--- src/rtl/multicycle_ctrl.sv ---
// RV32I multi-cycle sequencer: FETCH/DECODE/EXEC/MEM/WB with memory-ack timeout, 3-5 cycles per instruction.
// Strobes decode combinationally from state and acks; memory stalls hold the state until ack or timeout.
module multicycle_ctrl #(
  parameter int TIMEOUT = 255,
  parameter int CW      = 8
) (
  input  logic       clk,
  input  logic       rst,
  input  logic [6:0] opcode,
  input  logic [2:0] func3,
  input  logic       branch_taken,
  input  logic       imem_ack,
  input  logic       dmem_ack,
  output logic       imem_req,
  output logic       dmem_req,
  output logic       dmem_we,
  output logic       ir_we,
  output logic       pc_we,
  output logic [1:0] pc_sel,
  output logic       rf_we,
  output logic [1:0] wb_sel,
  output logic       alu_a_sel,
  output logic       alu_b_sel,
  output logic       retire,
  output logic       illegal,
  output logic       error,
  output logic [2:0] state
);

  typedef enum logic [2:0] {
    S_FETCH  = 3'd0,
    S_DECODE = 3'd1,
    S_EXEC   = 3'd2,
    S_MEM    = 3'd3,
    S_WB     = 3'd4,
    S_HALT   = 3'd5,
    S_ERROR  = 3'd6
  } state_t;

  localparam logic [6:0] OP_LUI   = 7'b0110111;
  localparam logic [6:0] OP_AUIPC = 7'b0010111;
  localparam logic [6:0] OP_JAL   = 7'b1101111;
  localparam logic [6:0] OP_JALR  = 7'b1100111;
  localparam logic [6:0] OP_BR    = 7'b1100011;
  localparam logic [6:0] OP_LOAD  = 7'b0000011;
  localparam logic [6:0] OP_STORE = 7'b0100011;
  localparam logic [6:0] OP_IALU  = 7'b0010011;
  localparam logic [6:0] OP_RALU  = 7'b0110011;

  localparam logic [CW-1:0] TMO = CW'(TIMEOUT);

  state_t        state_q, state_d;
  logic [CW-1:0] cnt_q, cnt_d;
  logic          illegal_q, illegal_d;
  logic          error_q, error_d;
  logic          legal;
  logic          is_store;

  always_comb begin
    legal = 1'b0;
    case (opcode)
      OP_LUI, OP_AUIPC, OP_JAL, OP_BR, OP_LOAD,
      OP_STORE, OP_IALU, OP_RALU: legal = 1'b1;
      OP_JALR:                    legal = (func3 == 3'b000);
      default:                    legal = 1'b0;
    endcase
  end

  assign is_store = (opcode == OP_STORE);

  always_comb begin
    state_d   = state_q;
    cnt_d     = cnt_q;
    illegal_d = illegal_q;
    error_d   = error_q;
    imem_req  = 1'b0;
    dmem_req  = 1'b0;
    dmem_we   = 1'b0;
    ir_we     = 1'b0;
    pc_we     = 1'b0;
    pc_sel    = 2'd0;
    rf_we     = 1'b0;
    wb_sel    = 2'd0;
    alu_a_sel = 1'b0;
    alu_b_sel = 1'b0;
    retire    = 1'b0;

    case (state_q)
      S_FETCH: begin
        imem_req = 1'b1;
        if (imem_ack) begin
          ir_we   = 1'b1;
          state_d = S_DECODE;
          cnt_d   = '0;
        end else if (cnt_q == TMO) begin
          error_d = 1'b1;
          state_d = S_ERROR;
          cnt_d   = '0;
        end else begin
          cnt_d = cnt_q + CW'(1);
        end
      end
      S_DECODE: begin
        if (legal) begin
          state_d = S_EXEC;
        end else begin
          illegal_d = 1'b1;
          state_d   = S_HALT;
        end
      end
      S_EXEC: begin
        case (opcode)
          OP_RALU: state_d = S_WB;
          OP_IALU: begin
            alu_b_sel = 1'b1;
            state_d   = S_WB;
          end
          OP_LOAD, OP_STORE: begin
            alu_b_sel = 1'b1;
            state_d   = S_MEM;
          end
          OP_AUIPC: begin
            alu_a_sel = 1'b1;
            alu_b_sel = 1'b1;
            state_d   = S_WB;
          end
          OP_LUI: state_d = S_WB;
          OP_BR: begin
            pc_we   = 1'b1;
            pc_sel  = branch_taken ? 2'd1 : 2'd0;
            retire  = 1'b1;
            state_d = S_FETCH;
          end
          // Link write and PC update share this cycle; datapath supplies old pc+4.
          OP_JAL, OP_JALR: begin
            pc_we   = 1'b1;
            pc_sel  = (opcode == OP_JAL) ? 2'd1 : 2'd2;
            rf_we   = 1'b1;
            wb_sel  = 2'd2;
            retire  = 1'b1;
            state_d = S_FETCH;
          end
          default: begin
            illegal_d = 1'b1;
            state_d   = S_HALT;
          end
        endcase
      end
      S_MEM: begin
        dmem_req = 1'b1;
        dmem_we  = is_store;
        if (dmem_ack) begin
          cnt_d = '0;
          if (is_store) begin
            pc_we   = 1'b1;
            retire  = 1'b1;
            state_d = S_FETCH;
          end else begin
            state_d = S_WB;
          end
        end else if (cnt_q == TMO) begin
          error_d = 1'b1;
          state_d = S_ERROR;
          cnt_d   = '0;
        end else begin
          cnt_d = cnt_q + CW'(1);
        end
      end
      S_WB: begin
        rf_we   = 1'b1;
        pc_we   = 1'b1;
        retire  = 1'b1;
        wb_sel  = (opcode == OP_LOAD) ? 2'd1 : ((opcode == OP_LUI) ? 2'd3 : 2'd0);
        state_d = S_FETCH;
      end
      S_HALT, S_ERROR: state_d = state_q;
      default:         state_d = S_FETCH;
    endcase

    // Nothing may strobe while reset is being sampled.
    if (rst) begin
      imem_req  = 1'b0;
      dmem_req  = 1'b0;
      dmem_we   = 1'b0;
      ir_we     = 1'b0;
      pc_we     = 1'b0;
      pc_sel    = 2'd0;
      rf_we     = 1'b0;
      wb_sel    = 2'd0;
      alu_a_sel = 1'b0;
      alu_b_sel = 1'b0;
      retire    = 1'b0;
    end
  end

  always_ff @(posedge clk) begin
    if (rst) begin
      state_q   <= S_FETCH;
      cnt_q     <= '0;
      illegal_q <= 1'b0;
      error_q   <= 1'b0;
    end else begin
      state_q   <= state_d;
      cnt_q     <= cnt_d;
      illegal_q <= illegal_d;
      error_q   <= error_d;
    end
  end

  assign state   = state_q;
  assign illegal = illegal_q;
  assign error   = error_q;

endmodule

--- config.mk ---
export PLATFORM = sky130hd
export DESIGN_NAME = multicycle_ctrl
export DESIGN_NICKNAME = d
export VERILOG_FILES = /design/src/rtl/multicycle_ctrl.sv
export SDC_FILE = /design/constraint.sdc
export NUM_CORES = 1
export LEC_CHECK = 0
export BUFFER_PORTS_ARGS = -buffer_cell sky130_fd_sc_hd__buf_2
export CAP_MARGIN = 30
export CORE_UTILIZATION = 40
export DETAILED_ROUTE_END_ITERATION = 12
export GPL_TIMING_DRIVEN = 0
export PLACE_DENSITY_LB_ADDON = 0.3
export SLEW_MARGIN = 20
export SYNTH_ARGS = -nofsm -noshare
export SYNTH_HDL_FRONTEND = slang
export SYNTH_SLANG_ARGS = --single-unit
--- constraint.sdc ---
create_clock -name clk -period 4.4 [get_ports clk]
set_input_delay 0.22 -clock clk [delete_from_list [all_inputs] [get_ports clk]]
set_output_delay 0.22 -clock clk [all_outputs]
set_load 0.05 [all_outputs]
==> summary.log, run 1 <==
qor: power_and_ir_drop.power_per_cell_area 268.5 mW/mm2
qor: sta.fin_crit 2.318 ns
qor: critical_path.critPathTopFamily buffers and inverters
qor: layout.area_growth_syn_to_fin 22.55%
qor: layout.number_of_fill_cells 236
qor: logic_synthesis.yosysTopAreaCell dfxtp_1
qor: place.place_hpwl 1.946 mm
qor: detailed_routing.detail_route.vias_per_cell 5.477
qor: critical_path.critical_path_cell_sequence buf_2, clkbuf_1, nor2_1, nand3b_1, inv_1, a221o_1, buf_4, buf_2
qor: place.placement.cell_area 0.001177 mm2
qor: cts.cts_num_sinks 13
qor: detailed_routing.met3RoutedLength 89 um
qor: cts.cts.repair_timing.setup_buffer_count 0
qor: logic_synthesis.distinct_cells_synth 40
qor: sta.rsz0062_at_grt no
qor: place.io_buffer_count 32
qor: place.gpl.final_weighted_congestion 0.8833
qor: detailed_routing.antenna_violating_nets_post_route 0
qor: logic_synthesis.synth_area_leaders dfxtp_1 (26%), xor2_1 (7.1%), nor2_1 (6.5%)
qor: global_routing.grt_start_max_net_pins 11
qor: critical_path.worstReg2RegEnd cnt_q[5]
qor: floorplan.dieHeight 51.55 um
qor: cts.cts_resized 0
qor: sta.achievable-frequency 0.4315 GHz
qor: detailed_routing.detailroute.wirelength.met2 1.345 mm
qor: critical_path.worst-setup-path-type reg -> out
qor: logic_synthesis.syn_nets 147
qor: layout.post-route-util 0.5339
qor: critical_path.cp_data_arrival_time 2.10 ns
qor: detailed_routing.detailedRoute.firstIterationViolations 20
qor: logic_synthesis.yosysSeqAreaShare 0.2650
qor: detailed_routing.postRouteWirelength 2.495 mm
qor: critical_path.cell_with_the_biggest_individual_delay_on_the_critical_path clkbuf_1
qor: flow_run.maxCapViolCount 0
qor: floorplan.floorplan.rows 17
qor: logic_synthesis.postSynthRegisterBits 13
qor: detailed_routing.wl_per_cell 12.79 um
qor: detailed_routing.dr_total_vias 1,068
qor: power_and_ir_drop.peakVddDrop 218.1 uV
qor: floorplan.fp.dieW 51.55 um
qor: critical_path.regToRegSetupSlack 2.79 ns
qor: sta.worst_hold_slack_across_all_endpoints 0.3665 ns
qor: floorplan.initial_utilization 0.4356
qor: floorplan.fp.coreArea 0.002255 mm2
qor: logic_synthesis.synthesis.area 982.2 um2
qor: floorplan.design.die.area 0.002657 mm2
qor: floorplan.ios 33
qor: critical_path.crit_path_end_kind output port
qor: cts.cts_stage_hold_buffer_count 0
qor: detailed_routing.m1WireLength 1.049 mm
qor: critical_path.crit_top_cell buf_2
qor: detailed_routing.drt_pass1_iterations 4
qor: sta.min_period_over_period 0.5267
qor: cts.insertion_delay 0.27 ns
qor: cts.clock_tree.root_cell clkbuf_4
qor: global_routing.grtUsageTotal 0.2091
qor: cts.cts_htree_levels 1
qor: sta.report.final.setup_viol 0
qor: global_routing.globalRoute.totalOverflow 0
qor: logic_synthesis.postSynthAreaPerCell 7.498 um2
qor: sta.timing_worst_slew_pin_value 0.4981 ns
qor: worst_hold_path.min_path_cells 3
qor: critical_path.cp-start-kind flop
qor: sta.final_max_slew_viol_count 0
qor: sta.final.setup.tns 0 ns
qor: cts.cts.reportedPaths.clkPinSlew 0.08 ns
qor: logic_synthesis.synth_top_area_frac 0.2650
qor: cts.cts_made_buffers 3
qor: critical_path.ff2ff_path_depth 5
qor: critical_path.worst-path-max-fanout 10
qor: critical_path.critPathRequiredTime 4.18 ns
qor: cts.cts_max_path_buffers 2
qor: power_and_ir_drop.static-leakage-power 0.0005775 uW
qor: critical_path.timing.rr.start state[2]
qor: detailed_routing.drcViolationCount 0
qor: sta.finalClockSkew 0.0008131 ns
qor: critical_path.combined_buffer_and_inverter_count_along_the_critical_path 5
qor: detailed_routing.maxUsedRoutingLayer met4
qor: sta.hold_violations 0
qor: worst_hold_path.min_delay_worst_endpoint illegal
qor: layout.area.sequential 260.3 um2
qor: outcome.status completed
qor: layout.layout-drive-gt1-share 0.2814
qor: global_routing.grt_pass1_wl 4.195 mm
qor: layout.antenna_cells_inserted 0
qor: layout.multiInputGateArea 675.6 um2
qor: worst_hold_path.min-delay-path-class in -> reg
qor: sta.slew_headroom 0.6671
qor: worst_hold_path.min_delay_src opcode[5]
qor: logic_synthesis.postSynthCellCount 131
qor: global_routing.grt_antenna_before_repair 0
qor: global_routing.first_global_vias 973
qor: critical_path.max_stage_delay 0.35 ns
qor: layout.final_cell_area 0.001204 mm2
qor: cts.tritoncts_clock_tree yes
qor: layout.finish.net_count 184
qor: logic_synthesis.yosys_warnings 0
[cells by family after synthesis]
logic type | count (synthesis) | synth area share
XOR/XNOR | 8 | 0.07134
buffers and inverters | 10 | 0.04714
adder cells (fa/ha/maj) | 1 | 0.01274
AO/OA/AOI/OAI | 22 | 0.1567
AND/OR/NAND/NOR | 77 | 0.4471
flip-flops | 13 | 0.2650
[worst register-to-register path, stage by stage, from the launching register on]
cell	delay, ns
dfxtp_1	0.34
buf_2	0.20
buf_1	0.36
o21bai_1	0.21
a21oi_1	0.27
and2_1	0.18
[layout make-up]
type,count,share of cell area
timing repair buffer,32,0.1331
tap,28,0.02911
buffer,8,0.03222
inverter,2,0.006237
multi-input combinational,108,0.5613
clock buffer,4,0.02183
sequential,13,0.2162
[state kept, by name, summed over array words and instances (netlist names)]
| name | count |
|---|---|
| error | 1 |
| state | 3 |
| illegal | 1 |
| cnt_q | 8 |
[layout by cell type, fill, tap and decap left out, types with 2 or more instances in the layout]
| master | instances |
|---|---|
| a21oi_1 | 6 |
| a311o_1 | 2 |
| a31oi_1 | 2 |
| and2_1 | 7 |
| and3_1 | 5 |
| and4_1 | 2 |
| buf_2 | 36 |
| clkbuf_1 | 3 |
| clkbuf_4 | 3 |
| dfxtp_1 | 13 |
| inv_1 | 2 |
| nand2_1 | 15 |
| nand2b_1 | 2 |
| nand3_1 | 4 |
| nand3b_1 | 2 |
| nand4_1 | 3 |
| nor2_1 | 17 |
| nor2b_1 | 3 |
| nor3_1 | 5 |
| nor3b_1 | 2 |
| nor4_1 | 3 |
| o21ai_0 | 4 |
| xor2_1 | 8 |
[synth_stat cells (all sizes together)]
| cell | count |
|---|---|
| a21boi | 1 |
| a21oi | 6 |
| a221o | 1 |
| a222oi | 1 |
| a2bb2oi | 1 |
| a311o | 2 |
| a31oi | 2 |
| and2 | 7 |
| and3 | 6 |
| and3b | 1 |
| and4 | 2 |
| buf | 6 |
| clkbuf | 2 |
| dfxtp | 13 |
| ha | 1 |
| inv | 2 |
| nand2 | 15 |
| nand2b | 2 |
| nand3 | 4 |
| nand3b | 2 |
| nand4 | 4 |
| nor2 | 18 |
| nor2b | 3 |
| nor3 | 6 |
| nor3b | 2 |
| nor4 | 3 |
| nor4b | 1 |
| o211ai | 1 |
| o21a | 1 |
| o21ai | 4 |
| o21bai | 1 |
| o22ai | 1 |
| or3b | 1 |
| xor2 | 8 |
[stage by stage]
stage	power [uW]	setup slack [ns]	instances
after floorplan	221.2	1.080	131
after global placement	249.2	2.408	191
after detailed placement	251.9	2.428	191
after CTS	326.8	2.097	195
after global routing	344.2	1.941	195
final	323.2	2.082	195
[metal layers]
| metal | GRT usage | vias up |
|---|---|---|
| met3 | 0.05263 | 2 |
| li1 | - | 539 |
| met2 | 0.3680 | 21 |
| met4 | 0.04505 | 0 |
| met5 | 0 | - |
| met1 | 0.2545 | 506 |
[worst max path at each step]
stage	from	to	cells after the start	slack (ns)
after floorplan	state[1]	retire	5	1.08
after global placement	state[1]	retire	8	2.41
after detailed placement	state[1]	retire	8	2.43
after CTS	state[1]	retire	8	2.10
after global routing	state[1]	retire	8	1.94
final	state[1]	retire	8	2.08
[report_power, final]
group          total, uW  switching (uW)  leakage (uW)  internal (uW)
clock network       73.8            38.7     0.0000150           35.1
logic                117            79.0      0.000457           37.8
registers            133            6.70      0.000106            126
Power figures use the tool's default switching activity.
==> run 2, diff against run 1 <==
==> constraint.sdc (replaced) <==
create_clock -name clk -period 2.01 [get_ports clk]
set_input_delay 0.1005 -clock clk [delete_from_list [all_inputs] [get_ports clk]]
set_output_delay 0.1005 -clock clk [all_outputs]
set_load 0.05 [all_outputs]
==> summary.log, run 2 (synthesis gave the netlist of run 1 again) <==
qor: sta.slew_headroom 0.5798
qor: power_and_ir_drop.post-layout-total-power 729.1 uW
qor: detailed_routing.detailedRoute.firstIterationViolations 55
qor: critical_path.timing.rr.start state[2]
qor: sta.setup_slack 0.1117 ns
qor: place.place_hpwl 1.905 mm
qor: critical_path.worstReg2RegEnd state[1]
qor: layout.layout_commonest_cell buf_2
qor: sta.min_period_over_period 0.9444
qor: worst_hold_path.min_path_cells 4
qor: sta.final_max_slew_viol_count 0
qor: layout.layout-drive-gt1-share 0.3533
qor: worst_hold_path.min_delay_worst_endpoint state[0]
qor: sta.rsz0062_at_grt no
qor: power_and_ir_drop.peakVddDrop 543.1 uV
qor: layout.finish.net_count 184
qor: critical_path.cp-start-kind flop
qor: sta.finalClockSkew 0.01008 ns
qor: floorplan.dieHeight 51.55 um
qor: floorplan.ios 33
qor: cts.cts_num_sinks 13
qor: power_and_ir_drop.total_switching_power 284.2 uW
qor: cts.cts.reportedPaths.clkPinSlew 0.08 ns
qor: layout.multiInputGateArea 725.7 um2
qor: power_and_ir_drop.combinationalPowerShare 0.375
qor: sta.timing_worst_slew_pin_value 0.6304 ns
qor: cts.cts_htree_levels 1
qor: global_routing.globalRoute.totalOverflow 0
qor: sta.achievable-frequency 0.5268 GHz
qor: layout.area_growth_syn_to_fin 29.55%
qor: detailed_routing.antenna_violating_nets_post_route 0
qor: floorplan.fp.coreArea 0.002255 mm2
qor: flow_run.maxCapViolCount 0
qor: detailed_routing.drt_pass1_iterations 4
qor: global_routing.grt_antenna_before_repair 0
qor: outcome.status completed
qor: power_and_ir_drop.p_int 444.9 uW
qor: layout.area.sequential 264.0 um2
qor: critical_path.cp_data_arrival_time 1.80 ns
qor: power_and_ir_drop.sw_frac_of_total 0.3898
qor: power_and_ir_drop.power.sequential.fraction 0.403
qor: layout.post-route-util 0.5644
qor: sta.fin_crit 1.898 ns
qor: global_routing.grt_pass1_wl 4.174 mm
qor: power_and_ir_drop.clock_power_share 0.222
qor: cts.clock_tree.root_cell clkbuf_4
qor: cts.cts_max_path_buffers 2
qor: detailed_routing.postRouteWirelength 2.516 mm
qor: floorplan.design.die.area 0.002657 mm2
qor: cts.tritoncts_clock_tree yes
qor: critical_path.ff2ff_path_depth 6
qor: layout.commonest_cells_after_routing_fill_and_taps_aside buf_2 (36), nor2_1 (16), nand2_1 (15), dfxtp_1 (10), xor2_1 (8)
qor: detailed_routing.wl_per_cell 12.90 um
qor: global_routing.grtUsageTotal 0.2120
qor: power_and_ir_drop.power_per_cell_area 573.0 mW/mm2
qor: sta.hold_violations 0
qor: place.post-place-ws 0.04665 ns
qor: global_routing.grt_start_max_net_pins 11
qor: global_routing.grt_use_met3 0.04678
qor: place.gpl.final_weighted_congestion 0.8063
qor: worst_hold_path.min_delay_src rst
qor: detailed_routing.drcViolationCount 0
qor: cts.cts_made_buffers 3
qor: critical_path.critPathRequiredTime 1.91 ns
qor: floorplan.floorplan.rows 17
qor: critical_path.regToRegSetupSlack 0.43 ns
qor: cts.insertion_delay 0.28 ns
qor: place.io_buffer_count 32
qor: floorplan.fp.dieW 51.55 um
qor: floorplan.initial_utilization 0.4356
qor: global_routing.use_met2 0.3160
qor: detailed_routing.detail_route.vias_per_cell 5.508
qor: layout.top_register cnt_q
qor: worst_hold_path.min-delay-path-class in -> reg
qor: layout.antenna_cells_inserted 0
qor: layout.number_of_fill_cells 236
qor: global_routing.top_usage_layer met2
qor: detailed_routing.dr_total_vias 1,074
qor: global_routing.met1_usage_in_global_routing 0.2919
qor: critical_path.worst-setup-path-type reg -> out
qor: cts.cts_stage_hold_buffer_count 0
qor: layout.largest_reg_flops 8
qor: global_routing.first_global_vias 951
qor: critical_path.worst-path-max-fanout 10
qor: power_and_ir_drop.static-leakage-power 0.0006030 uW
qor: sta.report.final.setup_viol 0
qor: critical_path.crit_path_end_kind output port
[run 2: cell type report]
cell class | instances | area share
flip-flops and latches | 13 | 0.2075
repair buffers | 33 | 0.1318
well taps | 28 | 0.02753
plain buffers | 7 | 0.03638
inverters | 2 | 0.005900
multi-input cells | 108 | 0.5703
clock buffers | 4 | 0.02065
[run 2: worst max path at each step]
stage | from | endpoint
2_1_floorplan | state[1] | retire
3_3_place_gp | state[1] | retire
3_5_place_dp | state[1] | retire
4_1_cts | state[1] | retire
5_1_grt | state[2] | retire
6_report | state[2] | retire
[run 2: layer usage]
metal	part of all wire	vias to the layer above	wire length, um
met5	0	-	0
met4	0.014	0	36
met3	0.058	4	146
met2	0.44	32	1119
met1	0.48	498	1215
li1	-	540	-
[run 2: worst max-delay path, stage by stage (launching register included)]
cell      delay (ns)
dfxtp_2         0.32
buf_2           0.17
buf_2           0.21
nand3b_1        0.12
inv_1           0.08
a221o_2         0.31
buf_6           0.11
buf_2           0.20
[run 2: stage by stage]
stage                     hold WS (ns)  cell area (um2)  instances  TNS (ns)
after floorplan                 0.2971             1031        131  -0.05445
after global placement          0.4530             1226        191         0
after detailed placement        0.4691             1226        191         0
after CTS                       0.2416             1266        195         0
after global routing            0.2634             1272        195         0
final                           0.2527             1272        195         0
[run 2: power by group through the flow]
stage	logic (uW)	clock network, uW	registers (uW)
6_report	273	162	294
5_1_grt	296	183	296
4_1_cts	272	167	293
3_5_place_dp	269	0	298
3_3_place_gp	264	0	297
2_1_floorplan	167	0	331
[run 2: what timing repair did]
action / CTS / global route
endpoints found under the setup margin: 6 / 6
setup buffers: 0 / 1
gates resized for setup: 4 / 2
pin swaps: 0 / 1
==> run 3, diff against run 2 <==
--- a/config.mk
+++ b/config.mk
@@ -10,7 +10,7 @@
 export CORE_UTILIZATION = 40
 export DETAILED_ROUTE_END_ITERATION = 12
 export GPL_TIMING_DRIVEN = 0
-export PLACE_DENSITY_LB_ADDON = 0.3
+export PLACE_DENSITY = 0.77
 export SLEW_MARGIN = 20
 export SYNTH_ARGS = -nofsm -noshare
 export SYNTH_HDL_FRONTEND = slang
==> summary.log, run 3 (synthesis gave the netlist of run 1 again) <==
qor: outcome.status completed
qor: global_routing.grt_start_max_net_pins 11
qor: place.dp.cells 191
qor: cts.cts_htree_levels 1
qor: sta.finalClockSkew 0.005330 ns
qor: layout.top_register cnt_q
qor: layout.layout_commonest_cell buf_2
qor: detailed_routing.drcViolationCount 0
qor: cts.clock_tree.root_cell clkbuf_4
qor: layout.antenna_cells_inserted 0
qor: detailed_routing.detail_route.vias_per_cell 5.544
qor: floorplan.ios 33
qor: cts.cts_stage_hold_buffer_count 0
qor: layout.layout-drive-gt1-share 0.3533
qor: floorplan.design.die.area 0.002657 mm2
qor: layout.commonest_cells_after_routing_fill_and_taps_aside buf_2 (36), nor2_1 (16), nand2_1 (15), dfxtp_1 (10), xor2_1 (8)
qor: sta.slew_headroom 0.6177
qor: floorplan.dieHeight 51.55 um
qor: critical_path.cell_with_the_biggest_individual_delay_on_the_critical_path dfxtp_2
qor: worst_hold_path.min-delay-path-class in -> reg
qor: cts.cts_max_path_buffers 2
qor: place.post-place-ws 0.04818 ns
qor: place.gpl.final_weighted_congestion 0.8763
qor: critical_path.cp_data_arrival_time 1.82 ns
qor: layout.area_growth_syn_to_fin 29.81%
qor: floorplan.initial_utilization 0.4356
qor: detailed_routing.drt_pass1_iterations 4
qor: sta.final.setup.tns 0 ns
qor: sta.rsz0062_at_grt no
qor: sta.min_period_over_period 0.9551
qor: floorplan.floorplan.rows 17
qor: sta.achievable-frequency 0.5209 GHz
qor: sta.report.final.setup_viol 0
qor: floorplan.fp.coreArea 0.002255 mm2
qor: detailed_routing.dr_total_vias 1,081
qor: critical_path.cp-start-kind flop
qor: cts.tritoncts_clock_tree yes
qor: cts.insertion_delay 0.28 ns
qor: sta.fin_crit 1.920 ns
qor: power_and_ir_drop.static-leakage-power 0.0006037 uW
qor: layout.largest_reg_flops 8
qor: detailed_routing.antenna_violating_nets_post_route 0
qor: critical_path.max_stage_delay 0.32 ns
qor: sta.hold_violations 0
qor: cts.cts.reportedPaths.clkPinSlew 0.07 ns
qor: layout.stdcell_count 195
qor: global_routing.globalRoute.totalOverflow 0
qor: sta.timing_worst_slew_pin_value 0.5735 ns
qor: place.io_buffer_count 32
qor: sta.setup_slack 0.09029 ns
qor: power_and_ir_drop.peakVddDrop 360.6 uV
qor: global_routing.grt_antenna_before_repair 0
qor: floorplan.fp.dieW 51.55 um
qor: global_routing.grt_pass1_wl 4.222 mm
qor: critical_path.worst-setup-path-type reg -> out
qor: critical_path.worst-path-max-fanout 10
qor: sta.final_max_slew_viol_count 0
qor: cts.cts_num_sinks 13
qor: critical_path.critPathRequiredTime 1.91 ns
qor: layout.finish.net_count 184
qor: layout.post-route-util 0.5655
qor: critical_path.critical_path_cell_sequence buf_2, buf_2, nand3b_1, inv_1, a221o_2, buf_6, buf_2
qor: flow_run.maxCapViolCount 0
qor: critical_path.crit_path_end_kind output port
qor: global_routing.grtUsageTotal 0.2126
qor: critical_path.crit_top_cell buf_2
qor: detailed_routing.wl_per_cell 12.46 um
qor: power_and_ir_drop.power_per_cell_area 571.6 mW/mm2
qor: global_routing.first_global_vias 1,001
qor: place.place_hpwl 1.854 mm
qor: cts.cts_made_buffers 3
qor: detailed_routing.detailedRoute.firstIterationViolations 36
qor: detailed_routing.postRouteWirelength 2.430 mm
[run 3: critical path: cells and delay by family (launching register included)]
kind / cells / cell delay (ns)
AO/OA/AOI/OAI: 1 / 0.32
flip-flops: 1 / 0.32
AND/OR/NAND/NOR: 1 / 0.13
buffers and inverters: 5 / 0.76
[run 3: per-stage QoR]
step	cell area (um2)	power, uW	hold WS (ns)
3_3_place_gp	1226	560.6	0.4570
5_1_grt	1275	767.2	0.2732
6_report	1275	728.8	0.2515
3_5_place_dp	1226	565.1	0.4598
4_1_cts	1272	733.3	0.2399
2_1_floorplan	1031	498.0	0.2971
[run 3: layout make-up]
class	instances	area (um2)
buffer	7	48.80
clock buffer	4	26.28
fill	224	979.7
inverter	2	7.507
multi-input combinational	108	725.7
sequential	13	264.0
tap	28	35.03
timing repair buffer	33	167.7
[run 3: per-layer routing]
layer,up-vias,GRT usage,part of all wire,wire (um)
met5,-,0,0,0
met4,0,0.1036,0.017,42
met3,4,0.03801,0.049,119
met2,32,0.3095,0.45,1086
met1,507,0.2991,0.49,1182
li1,538,-,-,-
[run 3: worst paths after layout]
kind,startpoint,to,slack (ns),cells past startpoint
worst max-delay path,state[2],retire,0.09,7
worst min-delay path,opcode[6],illegal,0.25,3
worst max register to register,state[2],state[2],0.46,6
worst min register to register,error,error,0.50,2
[run 3: power by group]
part / leakage, uW / internal [uW] / switching [uW] / total [uW]
logic: 0.000482 / 90.9 / 182 / 273
registers: 0.000107 / 277 / 16.6 / 294
clock network: 0.0000150 / 77.2 / 85.2 / 162
[run 3: repair_timing]
action / in CTS / in global routing
hold endpoints to repair: 0 / 0
endpoints found under the setup margin: 6 / 2
buffers inserted: 0 / 1
gates resized for setup: 5 / 0
pin swaps: 1 / 0
